===== config.mk =====
export PLATFORM = sky130hd
export DESIGN_NAME = mdu_div_unit
export DESIGN_NICKNAME = d
export VERILOG_FILES = /design/src/rtl/mdu_pkg.sv /design/src/rtl/mdu_div_step.sv /design/src/rtl/mdu_div_unit.sv
export SDC_FILE = /design/constraint.sdc
export NUM_CORES = 1
export LEC_CHECK = 0
export CAP_MARGIN = 20
export CORE_MARGIN = 2
export CORE_UTILIZATION = 30
export CTS_BUF_LIST = sky130_fd_sc_hd__clkbuf_4 sky130_fd_sc_hd__clkbuf_8 sky130_fd_sc_hd__clkbuf_16
export CTS_CLUSTER_SIZE = 16
export DETAILED_ROUTE_END_ITERATION = 16
export PLACE_DENSITY = 0.45
export SLEW_MARGIN = 20
export SYNTH_ARGS = -nofsm -noshare
export SYNTH_HDL_FRONTEND = slang
export SYNTH_HIERARCHICAL = 1
export SYNTH_SLANG_ARGS = --single-unit

===== constraint.sdc =====
create_clock -name clk -period 10.42 [get_ports clk]
set_input_delay 2.084 -clock clk [delete_from_list [all_inputs] [get_ports clk]]
set_output_delay 2.084 -clock clk [all_outputs]
set_load 0.005 [all_outputs]

===== src/rtl/mdu_pkg.sv =====
// Shared types and constants for the multi-cycle DIV/DIVU unit.
package mdu_pkg;

  localparam int DIV_WIDTH = 32;

  // Quotient reported for any divide by zero, signed or unsigned.
  localparam logic [DIV_WIDTH-1:0] DIV_BYZERO_QUO = '1;

  typedef enum logic [1:0] {
    IDLE = 2'd0,
    BUSY = 2'd1,
    DONE = 2'd2
  } div_state_t;

endpackage


===== src/rtl/mdu_div_step.sv =====
// One restoring division iteration: shift {rem,quo} left, trial-subtract, restore on borrow.
module mdu_div_step
  import mdu_pkg::*;
#(
  parameter int WIDTH = DIV_WIDTH
) (
  input  logic [WIDTH-1:0] rem_i,
  input  logic [WIDTH-1:0] quo_i,
  input  logic [WIDTH-1:0] divisor_i,
  output logic [WIDTH-1:0] rem_o,
  output logic [WIDTH-1:0] quo_o
);

  logic [WIDTH:0]   remShift;
  logic [WIDTH-1:0] diff;

  // The shifted remainder needs one extra bit; the difference always fits when it is kept.
  always_comb begin
    remShift = {rem_i, quo_i[WIDTH-1]};
    diff     = remShift[WIDTH-1:0] - divisor_i;
    if (remShift >= {1'b0, divisor_i}) begin
      rem_o = diff;
      quo_o = {quo_i[WIDTH-2:0], 1'b1};
    end else begin
      rem_o = remShift[WIDTH-1:0];
      quo_o = {quo_i[WIDTH-2:0], 1'b0};
    end
  end

endmodule


===== src/rtl/mdu_div_unit.sv =====
// Multi-cycle signed/unsigned divider beside the EX-stage ALU; stalls F/D/EX while busy.
// Optional MDU_DIV_EARLY_EXIT_EN: finish in one cycle when |a| < |b| and b != 0.
module mdu_div_unit
  import mdu_pkg::*;
#(
  parameter int WIDTH = DIV_WIDTH
) (
  input  logic             clk,
  input  logic             resetn,
  input  logic             start_i,
  input  logic             signed_i,
  input  logic [WIDTH-1:0] a_i,
  input  logic [WIDTH-1:0] b_i,
  input  logic             flush_i,
  output logic             stall_req_o,
  output logic             valid_o,
  output logic [WIDTH-1:0] quo_o,
  output logic [WIDTH-1:0] rem_o
);

  localparam int CNT_W = $clog2(WIDTH);

  div_state_t       state_q, state_d;
  logic [CNT_W-1:0] cnt_q, cnt_d;
  logic [WIDTH-1:0] rem_q, rem_d, quo_q, quo_d, dvsr_q, dvsr_d;
  logic [WIDTH-1:0] quoOut_q, quoOut_d, remOut_q, remOut_d;
  logic             sgn_q, sgn_d, aSign_q, aSign_d, bSign_q, bSign_d;
  logic             byZero_q, byZero_d;

  logic [WIDTH-1:0] absA, absB, stepRem, stepQuo;
  logic             negQ, negR;

  assign absA = (signed_i && a_i[WIDTH-1]) ? -a_i : a_i;
  assign absB = (signed_i && b_i[WIDTH-1]) ? -b_i : b_i;
  assign negQ = sgn_q & (aSign_q ^ bSign_q);
  assign negR = sgn_q & aSign_q;

  mdu_div_step #(.WIDTH(WIDTH)) u_step (
    .rem_i     (rem_q),
    .quo_i     (quo_q),
    .divisor_i (dvsr_q),
    .rem_o     (stepRem),
    .quo_o     (stepQuo)
  );

  // A flush leaves every register untouched except the state, so held results survive it.
  always_comb begin
    state_d  = state_q;
    cnt_d    = cnt_q;
    rem_d    = rem_q;
    quo_d    = quo_q;
    dvsr_d   = dvsr_q;
    quoOut_d = quoOut_q;
    remOut_d = remOut_q;
    sgn_d    = sgn_q;
    aSign_d  = aSign_q;
    bSign_d  = bSign_q;
    byZero_d = byZero_q;
    if (flush_i) begin
      state_d = IDLE;
    end else begin
      case (state_q)
        IDLE: begin
          if (start_i) begin
            state_d  = BUSY;
            cnt_d    = '0;
            rem_d    = '0;
            quo_d    = absA;
            dvsr_d   = absB;
            sgn_d    = signed_i;
            aSign_d  = a_i[WIDTH-1];
            bSign_d  = b_i[WIDTH-1];
            byZero_d = (b_i == '0);
`ifdef MDU_DIV_EARLY_EXIT_EN
            if ((b_i != '0) && (absA < absB)) begin
              state_d  = DONE;
              quoOut_d = '0;
              remOut_d = a_i;
            end
`endif
          end
        end
        BUSY: begin
          rem_d = stepRem;
          quo_d = stepQuo;
          cnt_d = cnt_q + 1'b1;
          // Divide by zero leaves rem=|a|, so the dividend-sign fix-up hands back a_i unchanged.
          if (cnt_q == CNT_W'(WIDTH - 1)) begin
            state_d  = DONE;
            quoOut_d = byZero_q ? '1 : (negQ ? -stepQuo : stepQuo);
            remOut_d = negR ? -stepRem : stepRem;
          end
        end
        DONE:    state_d = IDLE;
        default: state_d = IDLE;
      endcase
    end
  end

  always_ff @(posedge clk or negedge resetn) begin
    if (!resetn) begin
      state_q  <= IDLE;
      cnt_q    <= '0;
      rem_q    <= '0;
      quo_q    <= '0;
      dvsr_q   <= '0;
      quoOut_q <= '0;
      remOut_q <= '0;
      sgn_q    <= 1'b0;
      aSign_q  <= 1'b0;
      bSign_q  <= 1'b0;
      byZero_q <= 1'b0;
    end else begin
      state_q  <= state_d;
      cnt_q    <= cnt_d;
      rem_q    <= rem_d;
      quo_q    <= quo_d;
      dvsr_q   <= dvsr_d;
      quoOut_q <= quoOut_d;
      remOut_q <= remOut_d;
      sgn_q    <= sgn_d;
      aSign_q  <= aSign_d;
      bSign_q  <= bSign_d;
      byZero_q <= byZero_d;
    end
  end

  assign stall_req_o = !flush_i && (((state_q == IDLE) && start_i) || (state_q == BUSY));
  assign valid_o     = (state_q == DONE);
  assign quo_o       = quoOut_q;
  assign rem_o       = remOut_q;

endmodule


# Word-level counts from Yosys, hierarchy flattened
# Index checks and enable logic that the tools add are counted.
# classes
addsub	6
mul	0
div	0
n_lt_le_gt_ge	1
n_eq_ne	6
shift	0
n_mux	17
bitwise	4
reduce_logical	13
# ops
op	n
$mux 32	8
$neg 32->32	4
$pmux 32 s2	2
$ge 33x32->1	1
$logic_not 32->1	1
$sub 32x32->32	1
$pmux 5 s2	1
$reduce_and 3->1	3
$mux 2	3
$ne 3x3->1 const B	2
$add 5x1->5 const B	1
$eq 5x5->1 const B	1
$mux 5	1
$logic_and 1x1->1	4
$pmux 2 s2	1
$and 1x1->1	2
$eq 2x1->1 const B	1
$eq 2x2->1 const B	1
$logic_not 2->1	1
$ne 2x2->1 const B	1
$reduce_and 2->1	1
$reduce_bool 2->1	1
$logic_not 1->1	1
$logic_or 1x1->1	1
other kinds (3)	3
# totals
register_bits	171
latchBits	0
ram_bits	0
rom_bits	0
in_bits	69
out_inout_bits	66
word_cells	58
mem_count	0

# Logic depth before layout (Yosys ltp)
# Gate-level depths: netlist of run 1.
# logic_depth
depth_word	5
ltp_mapped	22
ltp_nobuf	19

# By module
# Netlist of run 1, hierarchy kept.
# by_module_without_submodules
mod	instances	cells_each	area_per_inst_um2	seq_area_each_um2
mdu_div_unit	1	1059	9147.5	4279.1
mdu_div_step	1	381	2532.4	0.0

# Worst setup path after synthesis of run 1
# Ideal clock, no wire load.
# synth_path
path_kind	input to output
from	input port flush_i
to	output port stall_req_o
arrival_ps	3116
path_slack_ps	5220
cell_stages	5
path_buffers	2
cell_sequence	nor2_1 o21ai_1 inv_1 clkbuf_1 clkbuf_1
# synth_between
elab_chain_len	2
# synth_rtl
element	line_no	rtl
start: declaration	mdu_div_unit.sv:14	input logic flush_i,
$logic_not 1->1	mdu_div_unit.sv:128	assign stall_req_o = !flush_i && (((state_q == IDLE) && start_i) || (state_q == BUSY));
$logic_and 1x1->1	mdu_div_unit.sv:128	
end: declaration	mdu_div_unit.sv:15	output logic stall_req_o,
# No other way between the ends.

# Final worst setup path of run 1
# Ends and elaborated chain as after synthesis.

==> impl_metrics.prom, run 1 <==
# TYPE chip_impl_metric gauge
chip_impl_info{name="status",value="complete, no violations"} 1
chip_impl_metric{name="number_of_enable_flip_flop_cells_after_synthesis",unit=""} 0
chip_impl_metric{name="setup_slack_on_the_worst_flop_to_flop_path",unit="ns"} 5.04
chip_impl_metric{name="via_count_of_the_first_global_routing_pass",unit=""} 9694
chip_impl_metric{name="crit_arrival",unit="ns"} 3.76
chip_impl_metric{name="p_int",unit="mW"} 2.05
chip_impl_metric{name="grt_max_degree",unit=""} 106
chip_impl_info{name="tritoncts",value="yes"} 1
chip_impl_metric{name="multi_input_area",unit="µm²"} 6620
chip_impl_info{name="rr_endpoint",value="rem_o[31]$_DFFE_PN0P_"} 1
chip_impl_info{name="cpLargestDelayFamily",value="buffers and inverters"} 1
chip_impl_metric{name="drt-total-wl",unit="µm"} 35100
chip_impl_metric{name="post_route_cells_drive_above_1_share",unit="%"} 5.49
chip_impl_metric{name="netlist_instances",unit=""} 1440
chip_impl_metric{name="worst_path_largest_cell_delay",unit="ns"} 0.56
chip_impl_metric{name="yosys.area.top_type_share",unit="%"} 36.6
chip_impl_metric{name="cts-buffers-inserted",unit=""} 17
chip_impl_metric{name="max_capacitance_violation_total",unit=""} 0
chip_impl_metric{name="dp_worst_setup_slack",unit="ns"} 4.54
chip_impl_info{name="timing.critical_path.mode_cell",value="sky130_fd_sc_hd__clkdlybuf4s50_1"} 1
chip_impl_metric{name="combPwrFrac",unit="%"} 61.1
chip_impl_metric{name="dieHeight",unit="µm"} 201
chip_impl_metric{name="fmax",unit="MHz"} 171
chip_impl_metric{name="gr-total-overflow",unit=""} 0
chip_impl_info{name="synth_top_flop_cell",value="sky130_fd_sc_hd__dfrtp_1"} 1
chip_impl_metric{name="synth_nets",unit=""} 1548
chip_impl_metric{name="placement.io_buffers",unit=""} 134
chip_impl_info{name="end_kind",value="output pin"} 1
chip_impl_info{name="timing.setup.critical_path_class",value="in -> out"} 1
chip_impl_metric{name="finalWeightedCongestion",unit=""} 0.817
chip_impl_metric{name="number_of_register_bits_inferred_by_synthesis",unit=""} 171
chip_impl_metric{name="clock_insertion_delay_worst_skew",unit="ns"} 0.44
chip_impl_metric{name="detailedRoute.firstIterationViolations",unit=""} 726
chip_impl_metric{name="vias",unit=""} 10200
chip_impl_metric{name="finalHoldViolCount",unit=""} 0
chip_impl_info{name="final_cell_mix",value="sky130_fd_sc_hd__nand2_1 (233), sky130_fd_sc_hd__dfrtp_1 (171), sky130_fd_sc_hd__o21ai_0 (151)"} 1
chip_impl_metric{name="clock_transition_at_the_registers_of_the_reported_paths",unit="ns"} 0.06
chip_impl_metric{name="ir_drop",unit="mV"} 0.226
chip_impl_metric{name="layout_worst_path_cycle_share",unit="%"} 56.1
chip_impl_info{name="path_cells",value="clkdlybuf4s50_1 > nor2_1 > o21ai_4 > inv_1 > clkdlybuf4s50_1"} 1
chip_impl_metric{name="synthesis_to_finish_area_growth",unit="%"} 18.1
chip_impl_metric{name="fillers",unit=""} 4111
chip_impl_metric{name="globalRouteTotalUtil",unit="%"} 17.5
chip_impl_info{name="critical_path.startpoint_type",value="primary input"} 1
chip_impl_metric{name="drt_drc_violations_left",unit=""} 0
chip_impl_info{name="cts_root_buf",value="sky130_fd_sc_hd__clkbuf_16"} 1
chip_impl_metric{name="setup_viol",unit=""} 0
chip_impl_metric{name="overall_die_area",unit="µm²"} 40500
chip_impl_metric{name="finalCriticalPeriod",unit="ns"} 5.85
chip_impl_metric{name="met1_usage",unit="%"} 28.7
chip_impl_metric{name="finalCoreUtilization",unit="%"} 35.8
chip_impl_metric{name="initial_utilization",unit="%"} 30.3
chip_impl_info{name="hold_path.startpoint",value="rem_o[20]$_DFFE_PN0P_"} 1
chip_impl_metric{name="pwr-share-seq",unit="%"} 22.1
chip_impl_metric{name="slew_at_the_pin_with_the_worst_max_slew_slack",unit="ns"} 1.02
chip_impl_metric{name="hold-path-cell-count",unit=""} 2
chip_impl_metric{name="required",unit="ns"} 8.34
chip_impl_metric{name="fp-row-count",unit=""} 72
chip_impl_metric{name="dp_hpwl",unit="µm"} 26600
chip_impl_metric{name="power.leakage",unit="nW"} 5.76
chip_impl_info{name="worstReg2RegStart",value="rem_q[15]$_DFFE_PN0P_"} 1
chip_impl_metric{name="grt.met2_usage",unit="%"} 24.0
chip_impl_metric{name="critical_path.max_fanout",unit=""} 11
chip_impl_metric{name="synthArstFlopShare",unit="%"} 100
chip_impl_metric{name="power_density",unit="nW/µm²"} 296
chip_impl_metric{name="clock_skew",unit="ns"} 0.0109
chip_impl_metric{name="relSlewSlack",unit="%"} 32.1
chip_impl_info{name="mostFrequentLayoutCell",value="sky130_fd_sc_hd__nand2_1"} 1
chip_impl_metric{name="ctsLongestPathBuffers",unit=""} 2
chip_impl_metric{name="gr-usage-met3",unit="%"} 2.32
chip_impl_metric{name="antennaDiodeCount",unit=""} 0
chip_impl_metric{name="design.final.nets",unit=""} 1606
chip_impl_metric{name="ant_nets",unit=""} 0
chip_impl_info{name="min_to",value="rem_o[20]$_DFFE_PN0P_"} 1
chip_impl_metric{name="area.sequential",unit="µm²"} 4280
chip_impl_metric{name="cts_max_level",unit=""} 4
chip_impl_metric{name="synthesis.area",unit="µm²"} 11700
chip_impl_info{name="grt_setup_unrepaired",value="false"} 1
chip_impl_metric{name="cts_repair_resized_insts",unit=""} 0
chip_impl_metric{name="pwr-share-clk",unit="%"} 16.9
chip_impl_info{name="worstHoldPathType",value="reg -> reg"} 1
chip_impl_metric{name="post_drt_wl_per_cell",unit="µm"} 17.3
chip_impl_metric{name="drt_first_pass_iters",unit=""} 5
chip_impl_metric{name="rr_worst_depth",unit=""} 16
chip_impl_metric{name="synthDistinctLibCells",unit=""} 68
chip_impl_metric{name="worstPathBufferInverterCount",unit=""} 3
chip_impl_metric{name="ys.warnings.count",unit=""} 6
chip_impl_metric{name="route.detailed.vias_per_inst",unit=""} 5.01
chip_impl_metric{name="die_width",unit="µm"} 201
chip_impl_metric{name="final-max-slew-violation-count",unit=""} 0
chip_impl_metric{name="first_pass_grt_wire_length",unit="µm"} 56300
chip_impl_metric{name="switching_share",unit="%"} 49.9
chip_impl_metric{name="p_sw",unit="mW"} 2.04
chip_impl_metric{name="initial_antenna_violation_count",unit=""} 0
chip_impl_metric{name="placeableCoreArea",unit="µm²"} 38600
chip_impl_metric{name="post-cts-setup-buffers",unit=""} 0
chip_impl_info{name="globalRoute.busiestLayer",value="met1"} 1
chip_impl_metric{name="cts.sink_count",unit=""} 171
chip_impl_info{name="synth.top_cells.by_area",value="sky130_fd_sc_hd__dfrtp_1 (37%), sky130_fd_sc_hd__nand2_1 (7.5%), sky130_fd_sc_hd__o21ai_0 (6.5%)"} 1
chip_impl_metric{name="cts_hold_buf",unit=""} 0
chip_impl_metric{name="count_of_pins_on_the_block_boundary",unit=""} 135
chip_impl_metric{name="fin_tns_setup",unit="ns"} 0
chip_impl_metric{name="setup_slack",unit="ns"} 4.57
chip_impl_info{name="synth_top_cell_by_area",value="sky130_fd_sc_hd__dfrtp_1"} 1
chip_impl_metric{name="syn_area_per_cell",unit="µm²"} 8.11
chip_impl_info{name="timing.critical_path.slowest_stage_cell",value="sky130_fd_sc_hd__clkdlybuf4s50_1"} 1
chip_impl_metric{name="synth-seq-area-share",unit="%"} 36.6
[area by class of cell]
type,count,area share [%]
Multi-Input combinational cell,1108,48.0
Inverter,55,1.50
Sequential cell,171,31.0
Tap cell,518,4.70
Clock inverter,12,1.17
Timing Repair Buffer,145,10.3
Clock buffer,20,3.34
[cell usage after synthesis, types with 3 or more instances]
library cell and count:
sky130_fd_sc_hd__nand2_1 234, sky130_fd_sc_hd__nand4_1 17, sky130_fd_sc_hd__buf_6 12, sky130_fd_sc_hd__inv_1 54, sky130_fd_sc_hd__a21oi_1 106, sky130_fd_sc_hd__or4_1 10, sky130_fd_sc_hd__nand3_1 16, sky130_fd_sc_hd__and3_1 12
sky130_fd_sc_hd__nor2b_1 8, sky130_fd_sc_hd__o221ai_1 3, sky130_fd_sc_hd__o21a_1 3, sky130_fd_sc_hd__o21ai_0 151, sky130_fd_sc_hd__nor2_1 128, sky130_fd_sc_hd__xnor2_1 78, sky130_fd_sc_hd__and2_1 8, sky130_fd_sc_hd__o31a_1 3
sky130_fd_sc_hd__xor2_1 66, sky130_fd_sc_hd__clkbuf_1 55, sky130_fd_sc_hd__o22ai_1 11, sky130_fd_sc_hd__nand2b_1 11, sky130_fd_sc_hd__o21bai_1 3, sky130_fd_sc_hd__or3_1 8, sky130_fd_sc_hd__nor3_1 27, sky130_fd_sc_hd__buf_4 32
sky130_fd_sc_hd__dfrtp_1 171, sky130_fd_sc_hd__buf_1 6, sky130_fd_sc_hd__ha_1 38, sky130_fd_sc_hd__o31ai_1 18, sky130_fd_sc_hd__nor4_1 13, sky130_fd_sc_hd__a311oi_1 3, sky130_fd_sc_hd__o21ai_1 16, sky130_fd_sc_hd__o21ai_2 19
sky130_fd_sc_hd__a21o_1 21, sky130_fd_sc_hd__a31oi_1 20, sky130_fd_sc_hd__o41ai_1 17
[metrics by stage]
stage | cells | instance area, µm² | hold slack (ns) | power [mW]
floorplan | 1440 | 11700 | 0.440 | 2.84
global placement | 1997 | 13200 | 0.461 | 3.39
detailed placement | 1997 | 13200 | 0.469 | 3.40
CTS | 2029 | 13800 | 0.486 | 4.10
global route | 2029 | 13800 | 0.503 | 4.47
finish | 2029 | 13800 | 0.477 | 4.08
[worst register-to-register path: cells and delay by family, from the launching register on]
| family | cells | cell delay, ns |
|---|---|---|
| buf+inv | 1 | 0.52 |
| flops | 1 | 0.41 |
| simple gates | 6 | 1.87 |
| compound gates | 8 | 2.06 |
| fa+ha+maj | 1 | 0.39 |
[flip-flops by register name (all words and copies together) (netlist names), 2 cells and up]
name	cells
state_q	2
rem_q	32
quo_q	32
rem_o	32
dvsr_q	32
quo_o	32
cnt_q	5
[worst max-delay path by stage]
stage          depth (start not counted)           to  slack [ns]     from
6_report                               5  stall_req_o        4.57  flush_i
3_3_place_gp                           5  stall_req_o        4.59  flush_i
2_1_floorplan                          5  stall_req_o        5.22  flush_i
4_1_cts                                5  stall_req_o        4.54  flush_i
3_5_place_dp                           5  stall_req_o        4.54  flush_i
5_1_grt                                5  stall_req_o        4.45  flush_i
[kinds of logic (layout without fill, tap and decap cells)]
group                      after synthesis  after routing  share of synthesized area (%)
AOI/OAI and AO/OA                      414            414                           21.5
xor gates and xnor gates               144            144                           10.8
adders and majority gates               39             39                           4.24
buffers and inverters                  161            232                           6.98
DFF                                    171            171                           36.6
muxes                                    2              2                          0.214
and+or+nand+nor                        509            509                           19.6
[power groups by stage]
stage / clock [mW] / sequential [mW] / combinational [mW]
after floorplan: 0 / 0.834 / 2.00
after global placement: 0 / 0.908 / 2.48
after detailed placement: 0 / 0.910 / 2.49
after CTS: 0.706 / 0.898 / 2.49
after global routing: 0.737 / 0.916 / 2.82
final: 0.689 / 0.900 / 2.49
[layer usage]
layer	share of wire, %	wire length [µm]
met4	0.72	252
met1	56	19700
met5	0	0
met3	3.8	1320
met2	39	13800
Note: power is estimated with default switching activity, not from simulation.
==> inputs of run 2 (changes only) <==
- PLACE_DENSITY: 0.45 -> 0.47
- clock period: 10.42 -> 4.75 ns (I/O delays scaled with it)
==> run 2 against run 1 <==
- sequential power rose by 120%
- core utilization rose by 1.5 points
- wire length rose by 2.5%
- clock-buffer cell count fell by 2
- critical path type is now reg -> reg
==> impl_metrics.prom, run 2 (synthesized netlist as in run 1, its figures left out) <==
# TYPE chip_impl_metric gauge
chip_impl_metric{name="critical_path.max_fanout",unit=""} 4
chip_impl_metric{name="max_capacitance_violation_total",unit=""} 0
chip_impl_metric{name="required",unit="ns"} 5.08
chip_impl_metric{name="layout_worst_path_cycle_share",unit="%"} 96.3
chip_impl_metric{name="count_of_pins_on_the_block_boundary",unit=""} 135
chip_impl_metric{name="clock_skew",unit="ns"} 0.0180
chip_impl_metric{name="place_inst",unit=""} 2052
chip_impl_metric{name="synthesis_to_finish_area_growth",unit="%"} 23.0
chip_impl_metric{name="relSlewSlack",unit="%"} 35.0
chip_impl_metric{name="die_width",unit="µm"} 201
chip_impl_metric{name="dieHeight",unit="µm"} 201
chip_impl_metric{name="setup_slack",unit="ns"} 0.175
chip_impl_metric{name="route.detailed.vias_per_inst",unit=""} 4.98
chip_impl_info{name="worstReg2RegStart",value="rem_q[2]$_DFFE_PN0P_"} 1
chip_impl_metric{name="gr-total-overflow",unit=""} 0
chip_impl_metric{name="design.final.nets",unit=""} 1663
chip_impl_metric{name="ant_nets",unit=""} 0
chip_impl_metric{name="detailedRoute.firstIterationViolations",unit=""} 688
chip_impl_metric{name="dp_worst_setup_slack",unit="ns"} 0.0155
chip_impl_metric{name="worst_path_largest_cell_delay",unit="ns"} 0.55
chip_impl_info{name="timing.critical_path.slowest_stage_cell",value="sky130_fd_sc_hd__or4_4"} 1
chip_impl_metric{name="post_drt_wl_per_cell",unit="µm"} 17.2
chip_impl_metric{name="first_pass_grt_wire_length",unit="µm"} 57300
chip_impl_info{name="rr_endpoint",value="rem_o[31]$_DFFE_PN0P_"} 1
chip_impl_metric{name="drt-total-wl",unit="µm"} 36000
chip_impl_metric{name="fillers",unit=""} 4096
chip_impl_info{name="worstSetupStartpoint",value="rem_q[2]$_DFFE_PN0P_"} 1
chip_impl_metric{name="fmax",unit="MHz"} 219
chip_impl_metric{name="final-max-slew-violation-count",unit=""} 0
chip_impl_info{name="path_cells",value="ha_4 > nand3_2 > o21bai_4 > a2111oi_4 > nor3_2 > or3_4 > a31o_4 > o31a_4 > mux2_4 > or4_4 > or4_4 > nor4_4 > a311oi_1 > a31oi_1 > nand3_1"} 1
chip_impl_metric{name="finalCriticalPeriod",unit="ns"} 4.58
chip_impl_metric{name="antennaDiodeCount",unit=""} 0
chip_impl_metric{name="fin_tns_setup",unit="ns"} 0
chip_impl_info{name="critical_path.startpoint_type",value="flop"} 1
chip_impl_metric{name="combPwrFrac",unit="%"} 66.9
chip_impl_metric{name="crit_arrival",unit="ns"} 4.90
chip_impl_metric{name="setup_viol",unit=""} 0
chip_impl_metric{name="hold-path-cell-count",unit=""} 2
chip_impl_info{name="mostFrequentLayoutCell",value="sky130_fd_sc_hd__nand2_1"} 1
chip_impl_metric{name="initial_antenna_violation_count",unit=""} 0
chip_impl_metric{name="power_density",unit="nW/µm²"} 735
chip_impl_metric{name="finalWeightedCongestion",unit=""} 0.879
chip_impl_metric{name="initial_utilization",unit="%"} 30.3
chip_impl_info{name="cts_root_buf",value="sky130_fd_sc_hd__clkbuf_16"} 1
chip_impl_info{name="end_kind",value="flop"} 1
chip_impl_metric{name="cts_max_level",unit=""} 4
chip_impl_metric{name="slew_at_the_pin_with_the_worst_max_slew_slack",unit="ns"} 0.975
chip_impl_metric{name="vias",unit=""} 10400
chip_impl_metric{name="clock_insertion_delay_worst_skew",unit="ns"} 0.45
chip_impl_metric{name="via_count_of_the_first_global_routing_pass",unit=""} 9916
chip_impl_metric{name="fp-row-count",unit=""} 72
chip_impl_info{name="timing.setup.critical_path_class",value="reg -> reg"} 1
chip_impl_metric{name="placeableCoreArea",unit="µm²"} 38600
chip_impl_metric{name="ir_drop",unit="mV"} 0.547
chip_impl_metric{name="post_route_cells_drive_above_1_share",unit="%"} 9.69
chip_impl_info{name="tritoncts",value="yes"} 1
chip_impl_metric{name="dp_hpwl",unit="µm"} 27400
chip_impl_metric{name="grt_max_degree",unit=""} 103
chip_impl_info{name="timing.critical_path.mode_cell",value="sky130_fd_sc_hd__or4_4"} 1
chip_impl_info{name="hold_path.startpoint",value="quo_o[0]$_DFFE_PN0P_"} 1
chip_impl_metric{name="switching_share",unit="%"} 47.0
chip_impl_metric{name="overall_die_area",unit="µm²"} 40500
chip_impl_metric{name="cts.sink_count",unit=""} 171
chip_impl_info{name="worstHoldPathType",value="reg -> reg"} 1
chip_impl_info{name="min_to",value="quo_o[0]$_DFFE_PN0P_"} 1
chip_impl_metric{name="drt_first_pass_iters",unit=""} 5
chip_impl_metric{name="setup_slack_on_the_worst_flop_to_flop_path",unit="ns"} 0.17
chip_impl_info{name="status",value="complete, no violations"} 1
chip_impl_metric{name="rr_worst_depth",unit=""} 15
chip_impl_metric{name="ctsLongestPathBuffers",unit=""} 2
chip_impl_info{name="final_cell_mix",value="sky130_fd_sc_hd__nand2_1 (233), sky130_fd_sc_hd__dfrtp_1 (171), sky130_fd_sc_hd__o21ai_0 (151)"} 1
chip_impl_metric{name="p_int",unit="mW"} 5.59
chip_impl_metric{name="pwr-share-clk",unit="%"} 14.6
chip_impl_metric{name="globalRouteTotalUtil",unit="%"} 17.9
chip_impl_metric{name="placement.io_buffers",unit=""} 134
chip_impl_metric{name="clock_transition_at_the_registers_of_the_reported_paths",unit="ns"} 0.07
chip_impl_metric{name="finalHoldViolCount",unit=""} 0
chip_impl_metric{name="p_sw",unit="mW"} 4.96
chip_impl_metric{name="drt_drc_violations_left",unit=""} 0
chip_impl_metric{name="cts-buffers-inserted",unit=""} 17
chip_impl_metric{name="power.leakage",unit="nW"} 6.10
chip_impl_metric{name="final_cell_count_no_fill",unit=""} 2086
chip_impl_metric{name="pwr-share-seq",unit="%"} 18.5
## run 2: per-stage QoR
| step | cell area (µm²) | hold slack [ns] | util [%] | power, mW |
|---|---|---|---|---|
| final | 14400 | 0.478 | 37.2 | 10.6 |
| after global routing | 14400 | 0.501 | 37.2 | 11.4 |
| after CTS | 14300 | 0.480 | 37.0 | 10.5 |
| after detailed placement | 13600 | 0.463 | 35.3 | 8.78 |
| after global placement | 13600 | 0.456 | 35.3 | 8.75 |
| after floorplan | 11700 | 0.440 | - | 6.22 |
## run 2: worst max path at each step
stage / to / cells past startpoint
finish: rem_o[31]$_DFFE_PN0P_ / 15
global route: rem_o[31]$_DFFE_PN0P_ / 15
CTS: rem_o[31]$_DFFE_PN0P_ / 17
detailed placement: rem_o[31]$_DFFE_PN0P_ / 17
floorplan: rem_o[31]$_DFFE_PN0P_ / 16
global placement: rem_o[31]$_DFFE_PN0P_ / 15
## run 2: per-layer routing
layer / wire (µm) / track usage (%) / vias up
met2: 14400 / 24.8 / 250
met4: 361 / 4.07 / 0
met5: 0 / 0 / -
met3: 1640 / 2.83 / 20
li1: - / - / 5215
met1: 19500 / 28.5 / 4895
## run 2: layout make-up
cell class	instances	area, µm²	share of cell area [%]
sequential	171	4280	29.8
clock buffer	18	439	3.06
inverter	55	206	1.44
tap	518	648	4.51
clock inverter	14	191	1.33
multi-input combinational	1108	6720	46.8
timing repair buffer	202	1880	13.1
## run 2: critical path: cells and delay by family, from the launching register on
kind,cells,cell delay [ns]
compound gates,6,1.45
flops,1,0.43
mux,1,0.31
simple gates,7,1.95
fa+ha+maj,1,0.31
## run 2: power by group through the flow
stage                     clock (mW)  sequential [mW]  combinational [mW]
after detailed placement           0             1.97                6.81
after CTS                       1.58             1.94                6.92
after floorplan                    0             1.83                4.39
after global routing            1.63             1.99                7.76
final                           1.54             1.95                7.06
after global placement             0             1.96                6.78
## run 2: what timing repair did
item,CTS,global route
setup buffers,0,2
pin swaps,1,7
resized for setup,4,12
hold buffers,0,0
cloned,0,0
endpoints found under the hold margin,0,0
setup endpoints to repair,1,21
==> inputs of run 3 (changes only) <==
- PLACE_DENSITY: 0.47 -> 0.45
- SYNTH_HIERARCHICAL: 1 -> unset
- clock period: 4.75 -> 4.85 ns (I/O delays scaled with it)
==> run 3 against run 2 <==
- global-route usage grew 2.8 points
- final cell count increased by 6.1%
- clock skew shrank 0.0058 ns
- final area rose by 5.8%
==> impl_metrics.prom, run 3 <==
# TYPE chip_impl_metric gauge
chip_impl_metric{name="finish.instance_area",unit="µm²"} 15200
chip_impl_info{name="most_frequent_cell_after_synthesis",value="sky130_fd_sc_hd__nand2_1"} 1
chip_impl_metric{name="route.detailed.vias_per_inst",unit=""} 5.34
chip_impl_metric{name="ant_nets",unit=""} 0
chip_impl_metric{name="critical_path.max_fanout",unit=""} 6
chip_impl_metric{name="p_int",unit="mW"} 4.51
chip_impl_metric{name="drt_first_pass_iters",unit=""} 5
chip_impl_metric{name="globalRouteTotalUtil",unit="%"} 20.7
chip_impl_metric{name="power_density",unit="nW/µm²"} 610
chip_impl_info{name="timing.critical_path.slowest_stage_cell",value="sky130_fd_sc_hd__or4b_1"} 1
chip_impl_metric{name="fmax",unit="MHz"} 215
chip_impl_info{name="tritoncts",value="yes"} 1
chip_impl_metric{name="finalHoldViolCount",unit=""} 0
chip_impl_info{name="synth.top_cells.by_area",value="sky130_fd_sc_hd__dfrtp_1 (34%), sky130_fd_sc_hd__o21ai_0 (6.9%), sky130_fd_sc_hd__nand2_1 (6.4%)"} 1
chip_impl_info{name="cts_root_buf",value="sky130_fd_sc_hd__clkbuf_16"} 1
chip_impl_metric{name="first_pass_grt_wire_length",unit="µm"} 68800
chip_impl_metric{name="count_of_pins_on_the_block_boundary",unit=""} 135
chip_impl_metric{name="dpl-instance-area",unit="µm²"} 14500
chip_impl_info{name="synth_top_cell_by_area",value="sky130_fd_sc_hd__dfrtp_1"} 1
chip_impl_metric{name="number_of_enable_flip_flop_cells_after_synthesis",unit=""} 0
chip_impl_metric{name="ir_drop",unit="mV"} 0.340
chip_impl_metric{name="yosys.area.top_type_share",unit="%"} 34.4
chip_impl_metric{name="cts-buffers-inserted",unit=""} 17
chip_impl_metric{name="dieHeight",unit="µm"} 208
chip_impl_metric{name="detailedRoute.firstIterationViolations",unit=""} 817
chip_impl_metric{name="finalCriticalPeriod",unit="ns"} 4.64
chip_impl_metric{name="power.leakage",unit="nW"} 6.29
chip_impl_metric{name="initial_antenna_violation_count",unit=""} 3
chip_impl_info{name="synth_commonest_cells",value="sky130_fd_sc_hd__nand2_1 (211), sky130_fd_sc_hd__dfrtp_1 (171), sky130_fd_sc_hd__o21ai_0 (171)"} 1
chip_impl_metric{name="pwr-share-seq",unit="%"} 21.6
chip_impl_metric{name="combPwrFrac",unit="%"} 63.4
chip_impl_metric{name="synthDistinctLibCells",unit=""} 94
chip_impl_metric{name="dp_worst_setup_slack",unit="ns"} 0.154
chip_impl_info{name="final_cell_mix",value="sky130_fd_sc_hd__nand2_1 (210), sky130_fd_sc_hd__dfrtp_1 (171), sky130_fd_sc_hd__o21ai_0 (168)"} 1
chip_impl_metric{name="fp-row-count",unit=""} 74
chip_impl_metric{name="number_of_register_bits_inferred_by_synthesis",unit=""} 171
chip_impl_metric{name="synthesis.area",unit="µm²"} 12400
chip_impl_metric{name="post_drt_wl_per_cell",unit="µm"} 20.2
chip_impl_info{name="path_cells",value="ha_1 > nor2b_1 > o21a_1 > o211ai_1 > a311o_1 > nand3_4 > inv_2 > mux2i_2 > ha_2 > or4b_1 > nor3_1 > nand4_1 > o41ai_4 > buf_4 > o2111ai_4 > o41ai_2 > xor2_1 > o21ai_1"} 1
chip_impl_metric{name="max_capacitance_violation_total",unit=""} 0
chip_impl_metric{name="switching_share",unit="%"} 51.3
chip_impl_metric{name="via_count_of_the_first_global_routing_pass",unit=""} 11300
chip_impl_metric{name="slew_at_the_pin_with_the_worst_max_slew_slack",unit="ns"} 0.971
chip_impl_info{name="mostFrequentLayoutCell",value="sky130_fd_sc_hd__nand2_1"} 1
chip_impl_metric{name="required",unit="ns"} 5.19
chip_impl_metric{name="design.final.nets",unit=""} 1776
chip_impl_info{name="timing.setup.critical_path_class",value="reg -> reg"} 1
chip_impl_metric{name="syn_area_per_cell",unit="µm²"} 8.06
chip_impl_metric{name="ys.warnings.count",unit=""} 0
chip_impl_metric{name="post_route_cells_drive_above_1_share",unit="%"} 8.86
chip_impl_metric{name="relSlewSlack",unit="%"} 35.3
chip_impl_metric{name="vias",unit=""} 11800
chip_impl_metric{name="gr-total-overflow",unit=""} 0
chip_impl_metric{name="layout_worst_path_cycle_share",unit="%"} 95.7
chip_impl_info{name="critical_path.startpoint_type",value="flop"} 1
chip_impl_metric{name="drt-total-wl",unit="µm"} 44600
chip_impl_metric{name="setup_slack",unit="ns"} 0.209
chip_impl_metric{name="cts_hold_buf",unit=""} 0
chip_impl_metric{name="ctsLongestPathBuffers",unit=""} 2
chip_impl_metric{name="antennaDiodeCount",unit=""} 0
chip_impl_metric{name="cts.sink_count",unit=""} 171
chip_impl_metric{name="die_width",unit="µm"} 208
chip_impl_info{name="status",value="complete, no violations"} 1
chip_impl_metric{name="setup_viol",unit=""} 0
chip_impl_metric{name="crit_arrival",unit="ns"} 4.98
chip_impl_metric{name="final-max-slew-violation-count",unit=""} 0
chip_impl_metric{name="clock_transition_at_the_registers_of_the_reported_paths",unit="ns"} 0.08
chip_impl_info{name="synth_top_flop_cell",value="sky130_fd_sc_hd__dfrtp_1"} 1
chip_impl_metric{name="grt_max_degree",unit=""} 92
chip_impl_metric{name="clock_skew",unit="ns"} 0.0122
chip_impl_info{name="worstHoldPathType",value="reg -> reg"} 1
chip_impl_metric{name="clock_insertion_delay_worst_skew",unit="ns"} 0.46
chip_impl_metric{name="worst_path_largest_cell_delay",unit="ns"} 0.47
chip_impl_metric{name="p_sw",unit="mW"} 4.76
chip_impl_metric{name="setup_slack_on_the_worst_flop_to_flop_path",unit="ns"} 0.21
chip_impl_metric{name="netlist_instances",unit=""} 1542
chip_impl_metric{name="dp_hpwl",unit="µm"} 34700
chip_impl_info{name="end_kind",value="flop"} 1
chip_impl_metric{name="synth-seq-area-share",unit="%"} 34.4
chip_impl_metric{name="overall_die_area",unit="µm²"} 43100
chip_impl_metric{name="synthesis_to_finish_area_growth",unit="%"} 22.2
chip_impl_metric{name="cts_max_level",unit=""} 4
chip_impl_metric{name="synthArstFlopShare",unit="%"} 100
chip_impl_metric{name="drt_drc_violations_left",unit=""} 0
chip_impl_metric{name="synth_nets",unit=""} 1650
chip_impl_metric{name="pwr-share-clk",unit="%"} 15.0
chip_impl_metric{name="finalWeightedCongestion",unit=""} 0.906
chip_impl_metric{name="placement.io_buffers",unit=""} 134
chip_impl_metric{name="initial_utilization",unit="%"} 30.5
chip_impl_metric{name="placeableCoreArea",unit="µm²"} 40800
==> run 3: cell types whose count changed after synthesis, moves of 16 or more <==
cell                      before  now
sky130_fd_sc_hd__xnor2_1      78   62
sky130_fd_sc_hd__o21ai_2      19    2
sky130_fd_sc_hd__mux2i_1       1   18
sky130_fd_sc_hd__nand2_1     234  211
sky130_fd_sc_hd__o21ai_0     151  171
sky130_fd_sc_hd__buf_4        32    4
sky130_fd_sc_hd__a21oi_1     106  133
==> run 3: routing by layer <==
metal  up-vias  track usage, %  part of all wire (%)
li1       5802               -                     -
met1      5618            31.6                    51
met2       329            29.5                    41
met3        68            2.78                   4.6
met4         0            7.00                   2.7
met5         -               0                     0
==> run 3: repair_timing <==
item / in CTS / in global routing
gates resized for setup: 0 / 17
buffers inserted: 0 / 3
endpoints found under the setup margin: 0 / 7
==> run 3: final timing paths <==
kind	from	end	cells past startpoint
worst max register to register	rem_q[0]$_DFFE_PN0P_	rem_o[28]$_DFFE_PN0P_	18
worst min-delay path	rem_o[25]$_DFFE_PN0P_	rem_o[25]$_DFFE_PN0P_	2
min in group asynchronous	resetn	rem_o[12]$_DFFE_PN0P_	1
worst min register to register	rem_o[25]$_DFFE_PN0P_	rem_o[25]$_DFFE_PN0P_	2
worst max-delay path	rem_q[0]$_DFFE_PN0P_	rem_o[28]$_DFFE_PN0P_	18
max in group asynchronous	resetn	quo_q[22]$_DFFE_PN0P_	2
==> run 3: layout make-up <==
type                            count  area [µm²]
Multi-Input combinational cell   1229        7670
Tap cell                          532         666
Sequential cell                   171        4280
Fill cell                        4291       25600
Timing Repair Buffer              190        1780
Clock inverter                     14         146
Inverter                           59         221
Clock buffer                       18         439
==> run 3: worst max-delay path: cells and delay by family (launching register included) <==
kind / cells / cell delay (ns)
AOI/OAI and AO/OA: 7 / 1.63
and+or+nand+nor: 5 / 1.11
adders and majority gates: 2 / 0.61
DFF: 1 / 0.46
buffers and inverters: 2 / 0.28
muxes: 1 / 0.26
xor gates and xnor gates: 1 / 0.17
==> run 3: per-stage QoR <==
step | hold WS, ns | power (mW) | cells | setup TNS [ns] | util (%)
2_1_floorplan | 0.450 | 5.83 | 1542 | 0 | -
3_3_place_gp | 0.465 | 7.73 | 2178 | 0 | 35.5
3_5_place_dp | 0.472 | 7.71 | 2178 | 0 | 35.5
4_1_cts | 0.488 | 9.16 | 2210 | 0 | 37.0
5_1_grt | 0.502 | 9.95 | 2213 | -0.0318 | 37.2
6_report | 0.481 | 9.27 | 2213 | 0 | 37.2
==> run 3: power by group through the flow <==
stage          clock network (mW)  registers, mW  logic (mW)
2_1_floorplan                   0           1.88        3.95
3_3_place_gp                    0           2.00        5.72
3_5_place_dp                    0           2.02        5.70
4_1_cts                      1.44           1.99        5.73
5_1_grt                      1.48           2.04        6.43
6_report                     1.39           2.00        5.87
==> run 3: logic make-up after synthesis <==
group           Yosys count  share of synthesized area (%)
buf+inv                 142                           4.78
xor+xnor                123                           8.66
fa+ha+maj                39                           3.98
mux                      21                           1.72
simple gates            550                           21.0
flops                   171                           34.4
compound gates          496                           25.4
